--- config.mk ---
export PLATFORM = sky130hd
export DESIGN_NAME = ifetch_queue
export DESIGN_NICKNAME = d
export VERILOG_FILES = /design/src/rtl/otter_ifq_pkg.sv /design/src/rtl/ifq_fifo.sv /design/src/rtl/ifetch_queue.sv
export SDC_FILE = /design/constraint.sdc
export NUM_CORES = 1
export LEC_CHECK = 0
export CORE_MARGIN = 5
export CORE_UTILIZATION = 31
export DETAILED_ROUTE_END_ITERATION = 6
export PLACE_DENSITY = 0.52
export SLEW_MARGIN = 25
export SYNTH_ARGS = -nofsm -noshare
export SYNTH_HDL_FRONTEND = slang
export SYNTH_HIERARCHICAL = 1
export SYNTH_SLANG_ARGS = --single-unit
--- constraint.sdc ---
create_clock -name CLK -period 2.8 [get_ports CLK]
set_input_delay 0.42 -clock CLK [delete_from_list [all_inputs] [get_ports CLK]]
set_output_delay 0.42 -clock CLK [all_outputs]
set_load 0.01 [all_outputs]
--- src/rtl/otter_ifq_pkg.sv ---
// -----------------------------------------------------------------------------
// otter_ifq_pkg
// Shared types and constants for the instruction fetch queue.
//   ifq_state_t : fetch FSM states (IDLE / REQ / WAIT)
//   ifq_entry_t : one queued fetch result {pc, instr, misalign}
//   IFQ_NOP     : instruction substituted for a misaligned fetch (addi x0,x0,0)
// Optional feature macro: IFQ_MISALIGN_CHECK_EN (see ifetch_queue).
// -----------------------------------------------------------------------------
package otter_ifq_pkg;

    typedef enum logic [1:0] {
        IFQ_IDLE = 2'd0,
        IFQ_REQ  = 2'd1,
        IFQ_WAIT = 2'd2
    } ifq_state_t;

    typedef struct packed {
        logic [31:0] pc;
        logic [31:0] instr;
        logic        misalign;
    } ifq_entry_t;

    localparam logic [31:0] IFQ_NOP = 32'h0000_0013;

    // Memory is word addressed on the bus; low address bits are always zero.
    function automatic logic [31:0] ifq_word_addr(input logic [31:0] addr);
        return {addr[31:2], 2'b00};
    endfunction

endpackage

--- src/rtl/ifq_fifo.sv ---
// -----------------------------------------------------------------------------
// ifq_fifo
// Register-based first-word-fall-through FIFO of ifq_entry_t.
//   clk, rst_n      : clock, asynchronous active-low reset
//   push_i          : write push_entry_i at the tail
//   push_entry_i    : entry to write
//   pop_i           : discard the head entry (caller guarantees not empty)
//   flush_i         : empty the FIFO; wins over push and pop
//   head_o          : current head entry (meaningful only when count_o != 0)
//   count_o         : number of valid entries, 0..DEPTH
// Pointers wrap naturally because DEPTH is a power of two.
// -----------------------------------------------------------------------------
module ifq_fifo
    import otter_ifq_pkg::*;
#(
    parameter  int DEPTH = 2,
    localparam int PW    = (DEPTH > 1) ? $clog2(DEPTH) : 1,
    localparam int CW    = $clog2(DEPTH) + 1
) (
    input  logic          clk,
    input  logic          rst_n,
    input  logic          push_i,
    input  ifq_entry_t    push_entry_i,
    input  logic          pop_i,
    input  logic          flush_i,
    output ifq_entry_t    head_o,
    output logic [CW-1:0] count_o
);

    ifq_entry_t    mem_q [DEPTH];
    ifq_entry_t    mem_d [DEPTH];
    logic [PW-1:0] wr_ptr_q, wr_ptr_d;
    logic [PW-1:0] rd_ptr_q, rd_ptr_d;
    logic [CW-1:0] count_q, count_d;

    always_comb begin
        mem_d    = mem_q;
        wr_ptr_d = wr_ptr_q;
        rd_ptr_d = rd_ptr_q;
        count_d  = count_q;
        if (flush_i) begin
            wr_ptr_d = '0;
            rd_ptr_d = '0;
            count_d  = '0;
        end else begin
            if (push_i) begin
                mem_d[wr_ptr_q] = push_entry_i;
                wr_ptr_d        = wr_ptr_q + PW'(1);
            end
            if (pop_i) begin
                rd_ptr_d = rd_ptr_q + PW'(1);
            end
            case ({push_i, pop_i})
                2'b10:   count_d = count_q + CW'(1);
                2'b01:   count_d = count_q - CW'(1);
                default: count_d = count_q;
            endcase
        end
    end

    always_ff @(posedge clk or negedge rst_n) begin
        if (!rst_n) begin
            for (int i = 0; i < DEPTH; i++) begin
                mem_q[i] <= '0;
            end
            wr_ptr_q <= '0;
            rd_ptr_q <= '0;
            count_q  <= '0;
        end else begin
            mem_q    <= mem_d;
            wr_ptr_q <= wr_ptr_d;
            rd_ptr_q <= rd_ptr_d;
            count_q  <= count_d;
        end
    end

    assign head_o  = mem_q[rd_ptr_q];
    assign count_o = count_q;

endmodule

--- src/rtl/ifetch_queue.sv ---
// -----------------------------------------------------------------------------
// ifetch_queue
// Instruction fetch front end: accepts a PC, issues a single instruction
// memory read, and queues {pc, instr} for decode in a small FWFT FIFO.
//
// Ports:
//   CLK, IFQ_RST_N                 : clock, asynchronous active-low reset
//   IFQ_PC_IN/_VALID/_READY        : fetch address handshake (READY = PC load enable)
//   IFQ_FLUSH                      : redirect; drops queue and in-flight response
//   IFQ_MEM_ADDR/_REQ, IFQ_MEM_GNT : memory request, held until granted
//   IFQ_MEM_RVALID/_RDATA          : memory response
//   IFQ_INSTR_OUT/_PC_OUT/_VALID   : head of queue to decode
//   IFQ_INSTR_READY                : decode consumes the head
//   IFQ_MISALIGN_OUT               : head is a NOP substituted for a misaligned PC
//                                    (only with IFQ_MISALIGN_CHECK_EN)
//
// Handshakes: a transfer happens on a rising edge where valid and ready are
// both 1; ready never depends on valid, and the request side (MEM_REQ/ADDR)
// never changes while waiting for its grant.
//
// Optional feature: define IFQ_MISALIGN_CHECK_EN to turn a PC with nonzero
// bits [1:0] into a queued NOP flagged misaligned, with no memory access.
// Without it the low address bits are simply forced to zero on the bus.
// -----------------------------------------------------------------------------
module ifetch_queue
    import otter_ifq_pkg::*;
#(
    parameter int DEPTH = 2
) (
    input  logic        CLK,
    input  logic        IFQ_RST_N,
    input  logic [31:0] IFQ_PC_IN,
    input  logic        IFQ_PC_VALID,
    output logic        IFQ_PC_READY,
    input  logic        IFQ_FLUSH,
    output logic [31:0] IFQ_MEM_ADDR,
    output logic        IFQ_MEM_REQ,
    input  logic        IFQ_MEM_GNT,
    input  logic        IFQ_MEM_RVALID,
    input  logic [31:0] IFQ_MEM_RDATA,
    output logic [31:0] IFQ_INSTR_OUT,
    output logic [31:0] IFQ_INSTR_PC_OUT,
    output logic        IFQ_INSTR_VALID,
    input  logic        IFQ_INSTR_READY
`ifdef IFQ_MISALIGN_CHECK_EN
    ,
    output logic        IFQ_MISALIGN_OUT
`endif
);

    localparam int CW = $clog2(DEPTH) + 1;

    ifq_state_t    state_q, state_d;
    logic [31:0]   pc_q, pc_d;
    logic          mem_req_q, mem_req_d;
    logic [31:0]   mem_addr_q, mem_addr_d;
    logic          discard_q, discard_d;

    logic          pc_hs;
    logic          push;
    ifq_entry_t    push_entry;
    logic          pop;
    ifq_entry_t    head;
    logic [CW-1:0] fifo_count;
    logic          head_valid;

    assign head_valid   = (fifo_count != '0);
    assign IFQ_PC_READY = (state_q == IFQ_IDLE) && !IFQ_FLUSH && (fifo_count < CW'(DEPTH));
    assign pc_hs        = IFQ_PC_VALID && IFQ_PC_READY;
    assign pop          = head_valid && IFQ_INSTR_READY;

    always_comb begin
        state_d    = state_q;
        pc_d       = pc_q;
        mem_req_d  = mem_req_q;
        mem_addr_d = mem_addr_q;
        discard_d  = discard_q;
        push       = 1'b0;
        push_entry = '0;
        case (state_q)
            IFQ_IDLE: begin
                if (pc_hs) begin
                    pc_d = IFQ_PC_IN;
`ifdef IFQ_MISALIGN_CHECK_EN
                    if (IFQ_PC_IN[1:0] != 2'b00) begin
                        // Substituted NOP entry goes straight in; no bus traffic.
                        push       = 1'b1;
                        push_entry = '{pc: IFQ_PC_IN, instr: IFQ_NOP, misalign: 1'b1};
                    end else begin
                        state_d    = IFQ_REQ;
                        mem_req_d  = 1'b1;
                        mem_addr_d = ifq_word_addr(IFQ_PC_IN);
                    end
`else
                    state_d    = IFQ_REQ;
                    mem_req_d  = 1'b1;
                    mem_addr_d = ifq_word_addr(IFQ_PC_IN);
`endif
                end
            end
            IFQ_REQ: begin
                // The request stays up through a flush; only its response is dropped.
                if (IFQ_MEM_GNT) begin
                    state_d   = IFQ_WAIT;
                    mem_req_d = 1'b0;
                end
                if (IFQ_FLUSH) begin
                    discard_d = 1'b1;
                end
            end
            IFQ_WAIT: begin
                if (IFQ_MEM_RVALID) begin
                    state_d   = IFQ_IDLE;
                    discard_d = 1'b0;
                    if (!discard_q && !IFQ_FLUSH) begin
                        push       = 1'b1;
                        push_entry = '{pc: pc_q, instr: IFQ_MEM_RDATA, misalign: 1'b0};
                    end
                end else if (IFQ_FLUSH) begin
                    discard_d = 1'b1;
                end
            end
            default: begin
                state_d = IFQ_IDLE;
            end
        endcase
    end

    always_ff @(posedge CLK or negedge IFQ_RST_N) begin
        if (!IFQ_RST_N) begin
            state_q    <= IFQ_IDLE;
            pc_q       <= '0;
            mem_req_q  <= 1'b0;
            mem_addr_q <= '0;
            discard_q  <= 1'b0;
        end else begin
            state_q    <= state_d;
            pc_q       <= pc_d;
            mem_req_q  <= mem_req_d;
            mem_addr_q <= mem_addr_d;
            discard_q  <= discard_d;
        end
    end

    ifq_fifo #(
        .DEPTH (DEPTH)
    ) u_fifo (
        .clk          (CLK),
        .rst_n        (IFQ_RST_N),
        .push_i       (push),
        .push_entry_i (push_entry),
        .pop_i        (pop),
        .flush_i      (IFQ_FLUSH),
        .head_o       (head),
        .count_o      (fifo_count)
    );

    assign IFQ_MEM_REQ      = mem_req_q;
    assign IFQ_MEM_ADDR     = mem_addr_q;
    assign IFQ_INSTR_VALID  = head_valid;
    assign IFQ_INSTR_OUT    = head.instr;
    assign IFQ_INSTR_PC_OUT = head.pc;

`ifdef IFQ_MISALIGN_CHECK_EN
    assign IFQ_MISALIGN_OUT = head_valid && head.misalign;
`else
    logic unused_misalign;
    assign unused_misalign = head.misalign;
`endif

endmodule

**After elaboration in Yosys (flattened, before gate mapping)**

Index checks and enable logic that the tools add are counted.
Widths: inputs -> output; s select.

- Logic and storage cells: 79
- Register bits after elaboration: 200
- Input bits: 71
- Output and inout bits: 99

- Reductions and logical operators: 19
- Bitwise operators: 3
- Magnitude comparators: 4
- Add/sub/neg operators: 4
- Eq/ne operators: 7
- Mux-type cells: 28

Operator list:

| cell | number |
|---|---|
| $mux 65 | 7 |
| $bwmux 130 | 1 |
| $demux 65 s1 | 1 |
| $mux 1 | 11 |
| $reduce_bool 2->1 | 5 |
| $mux 2 | 4 |
| $logic_and 1x1->1 | 6 |
| $ne 2x2->1 const B | 3 |
| $pmux 2 s3 | 1 |
| $reduce_and 3->1 | 2 |
| $eq 2x1->1 const B | 2 |
| $eq 2x2->1 const B | 2 |
| $ge 2x2->1 const B | 2 |
| $not 1->2 | 2 |
| $pmux 1 s2 | 2 |
| $pmux 2 s2 | 1 |
| $reduce_and 2->1 | 2 |
| $reduce_bool 3->1 | 1 |
| $add 1x1->1 const B | 2 |
| $add 2x1->2 const B | 1 |
| $logic_not 1->1 | 2 |
| $logic_not 2->1 | 1 |
| $lt 2x1->1 const B | 1 |
| $lt 2x2->1 const B | 1 |
| 2 further kinds | 2 |

**Logic depth before layout (Yosys ltp)**

Gate-level depths: netlist of the first run.

- Depth in word-level cells: 8
- Gate-level depth with buffers: 9
- Mapped depth without buffers: 7

**Cells and area by module**

The synthesis of the first run kept the hierarchy.

By module, submodules not included:

| module | sequential area each (um^2) | instances | cells each | area an instance (um^2) |
|---|---|---|---|---|
| ifq_fifo | 3353.2 | 1 | 364 | 5843.1 |
| ifetch_queue | 900.9 | 1 | 201 | 2142.1 |

**Worst setup path after synthesis of the first run**

OpenSTA, ideal clock, no wires.

- Path kind: register to register
- Start point: register state_q[0]
- End point: register u_fifo/mem_q[105] (netlist bit)
- Required time: 2673 ps
- Buffers on the path: 3
- Setup slack: 579 ps
- Cell stages (with the launch flop): 10
- Period minus slack after synthesis: 2221 ps
- Arrival time: 2094 ps
- Cell sequence: dfrtp_1 -> inv_1 -> ha_1 -> nand2_1 -> nor3_1 -> clkbuf_1 -> nor3b_2 -> buf_6 -> buf_8 -> mux2_1

- Longest elaborated chain between the ends: 3
- Elaborated cells on any way between the ends: 5
- Classes of those cells: 1 x eq/ne; 3 x mux; 1 x reduce/logical

Ends and longest elaborated chain:

| element | line | source |
|---|---|---|
| start, declared | ifetch_queue.sv:53 | `ifq_state_t state_q, state_d;` |
| start signal, assigned | ifetch_queue.sv:137 | `state_q <= state_d;` |
| $eq 2x2->1 | ifetch_queue.sv:80 | `case (state_q)` |
| $mux 1 | ifetch_queue.sv:80 |  |
| via push | ifetch_queue.sv:60 | `logic push;` |
| $reduce_and 2->1 (no source line) | -- |  |
| end signal, assigned | ifq_fifo.sv:70 | `mem_q <= mem_d;` |
| end, declared | ifq_fifo.sv:30 | `ifq_entry_t mem_q [DEPTH];` |

The timed path passes the listed nets, and every way through them passes these cells.
A chain may end at the register's enable or synchronous reset.

**Worst setup path in the final report of the first run**

- Start point: register u_fifo.rd_ptr_q
- End point: output IFQ_INSTR_OUT[14]

- Longest elaborated chain between the ends: 4

Ends and longest elaborated chain:

| element | line | source |
|---|---|---|
| start, declared | ifq_fifo.sv:33 | `logic [PW-1:0] rd_ptr_q, rd_ptr_d;` |
| start signal, assigned | ifq_fifo.sv:72 | `rd_ptr_q <= rd_ptr_d;` |
| $not 1->2 (implied by the code) | ifq_fifo.sv:77 | `assign head_o = mem_q[rd_ptr_q];` |
| $mux 65 (implied by the code) (3 in a row) | ifq_fifo.sv:77 |  |
| end, declared | ifetch_queue.sv:41 | `output logic [31:0] IFQ_INSTR_OUT,` |

No other way between the ends. The select of a mux whose other input is x is not followed.

==> results_dict.tcl, run 1 <==
set metrics [dict create \
    grt_max_degree 91 \
    p_leak_nw 4.88 \
    cp_top_family "buffers and inverters" \
    max_slew_margin_pct 63.0 \
    coreArea_sq_um 25100 \
    critPathCaptureType "output pin" \
    postSynthAreaPerCell_sq_um 14.1 \
    max_stage_delay_ps 630 \
    cp.depth 3 \
    num_rows 58 \
    crit_path_start "u_fifo/rd_ptr_q$_DFFE_PN0P_" \
    intPower_mw 5.07 \
    pin_count 170 \
    initial_core_util_pct 31.5 \
    antenna_left 0 \
    rrSetupSlack_ps 610 \
    setup_violations 0 \
    met2_usage_pct 21.0 \
    dr.pass1.iters 4 \
    wl_um 17900 \
    skew_ps 16.7 \
    gp_congestion 0.752 \
    crit_arrival_ps 2200 \
    p_sw_mw 1.89 \
    use_met1_pct 15.4 \
    numCtsBuffers 17 \
    die-height_um 170 \
    antenna_found_initial 0 \
    first_global_vias 5346 \
    report.final.slew_viol_count 0 \
    r2r-end "u_fifo/mem_q[91]$_DFFE_PN0P_" \
    track_usage_pct 12.7 \
    cts_buffer_depth 2 \
    synthCells 560 \
    num_vias 4705 \
    finalCriticalPeriod_ps 2620 \
    dieArea_sq_um 28800 \
    ys_warn_count 6 \
    fin_setup_tns_ps 0 \
    fillers 2394 \
    status "finished, final reports clean" \
    worst-setup-path-type "flop to output pin" \
    critPathSlowestCell "dfrtp_4" \
    tritoncts "yes" \
    cp_max_fo 16 \
    crit_buf_inv 2 \
    fin_util_pct 41.1 \
    r2r_start "state_q[0]$_DFFE_PN0P_" \
    clockRootBuffer "clkbuf_16" \
    clkTransAtPathRegs_ps 70 \
    grt_pass1_wl_um 28900 \
    fmax_mhz 382 \
    endpoint "IFQ_INSTR_OUT[14]" \
    stdcell_count 1040 \
    grt_overflow 0 \
    cts_num_sinks 168 \
    via_per_inst 4.52 \
    wl_per_cell_um 17.2 \
    die_w_um 170 \
    rsz0062_at_grt "false" \
    start_kind "flop" \
    pwr-share-comb_pct 21.9 \
    hold_class "input port to async pin" \
    pwr-share-seq_pct 42.8 \
    critical_path.cell_chain "buf_4 -> mux2_2 -> clkdlybuf4s50_1" \
    power_density_nw_per_um2 674 \
    drive_gt1_share_pct 24.9 \
    met3_usage_pct 4.78 \
    period_share_pct 93.6 \
    required_ps 2380 \
    dp_hpwl_um 12000 \
    gr-max-usage-layer "met2" \
    initialDrtViolationCount 206 \
    switching_share_pct 27.1 \
    max_cap_viol_count 0 \
    p_total_mw 6.95 \
    area_delta_synth_final_pct 30.6 \
    worst_r2r_path_depth 7 \
    cts_max_level 4 \
    worst_slew_pin_slew_ps 556 \
    place_inst 1006 \
    syn_area_sq_um 7900 \
    hold_viol 0 \
    clock_latency_ps 430 \
    worst_slack_ps 179 \
    irDropWorstVdd_mv 0.493 \
    portBuffers 167 \
    dpl_worst_slack_ps 376 \
    final_nets 773 \
    power.share.clock_pct 35.3 \
    antenna_cells 0 \
    drc_errors 0 \
]
[per-layer routing]
layer,part of all wire (%),wire length (um),up-vias
li1,-,-,2189
met5,0,0,-
met1,43,7630,2365
met3,7.8,1400,18
met4,1.9,341,0
met2,48,8510,133
[worst reg2reg max path, cell delays in order (launching register included)]
cell and delay [ps]:
dfrtp_1 420, inv_1 120, ha_1 210, nand2_1 80
nor3_2 240, nor3b_4 350, buf_12 260, mux2_2 390
[cells in the final DEF, fill, tap and decap left out, types with 2 or more instances in the layout]
master and instances:
nor2_1 4, xnor2_1 3, ha_1 5, dfrtp_1 167
mux2_2 126, conb_1 2, nor3b_1 3, and2_1 65
clkbuf_16 17, mux2_1 100, clkinv_4 3, a31oi_1 2
buf_4 7, clkinv_2 2, inv_8 2, inv_6 4
nand2_1 2, clkdlybuf4s50_1 166, buf_12 5, inv_1 4
bufinv_16 3
[power groups by stage]
| stage | Clock [mW] | Combinational (mW) | Sequential, mW |
|---|---|---|---|
| global placement | 0 | 1.49 | 3.04 |
| detailed placement | 0 | 1.50 | 3.05 |
| finish | 2.46 | 1.52 | 2.97 |
| CTS | 2.54 | 1.56 | 2.98 |
| global route | 2.63 | 1.64 | 3.03 |
| floorplan | 0 | 1.08 | 2.89 |
[final cells by class]
type | instances | area (sq um) | share of cell area [%]
clock inverters | 15 | 191 | 1.85
inverters | 4 | 15.0 | 0.145
flip-flops and latches | 168 | 4210 | 40.8
multi-input cells | 325 | 3220 | 31.2
repair buffers | 181 | 1850 | 17.9
well taps | 330 | 413 | 4.00
clock buffers | 17 | 425 | 4.12
[what timing repair did]
item                                    CTS  global route
endpoints found under the hold margin    42             0
endpoints found under the setup margin   17             0
buffers inserted                          1             0
gates resized for setup                   0             0
hold buffers                              1             0
[through the flow]
stage          instance area [sq um]  hold slack (ps)
4_1_cts                        10300              473
5_1_grt                        10300              497
2_1_floorplan                   7910              124
3_3_place_gp                    9680              361
6_report                       10300              478
3_5_place_dp                    9680              364
[flip-flops by register name, indices dropped and copies added, names as in the netlist]
| signal | flops |
|---|---|
| pc_q | 32 |
| u_fifo/count_o | 2 |
| u_fifo/rd_ptr_q | 1 |
| discard_q | 1 |
| u_fifo/mem_q | 128 |
| IFQ_MEM_REQ | 1 |
| u_fifo/wr_ptr_q | 1 |
| state_q | 2 |
[how the worst min path moves through the flow]
stage / start / end / slack (ps) / depth (start not counted)
after floorplan: IFQ_RST_N / IFQ_MEM_REQ$_DFFE_PN0P_ / 120 / 0
final: IFQ_RST_N / u_fifo/mem_q[83]$_DFFE_PN0P_ / 480 / 2
after CTS: IFQ_RST_N / u_fifo/mem_q[83]$_DFFE_PN0P_ / 470 / 2
after global placement: IFQ_RST_N / u_fifo/mem_q[16]$_DFFE_PN0P_ / 360 / 1
after detailed placement: IFQ_RST_N / u_fifo/mem_q[83]$_DFFE_PN0P_ / 360 / 1
after global routing: u_fifo/mem_q[108]$_DFFE_PN0P_ / u_fifo/mem_q[108]$_DFFE_PN0P_ / 500 / 1
(Power assumes the default switching activity.)
==> run 2, diff against run 1 <==
--- a/config.mk
+++ b/config.mk
@@ -5,6 +5,7 @@
 export SDC_FILE = /design/constraint.sdc
 export NUM_CORES = 1
 export LEC_CHECK = 0
+export CAP_MARGIN = 20
 export CORE_MARGIN = 5
 export CORE_UTILIZATION = 31
 export DETAILED_ROUTE_END_ITERATION = 6
==> results of run 2 <==
Same layout as run 1: the final DEF is identical, and so are final timing and power.
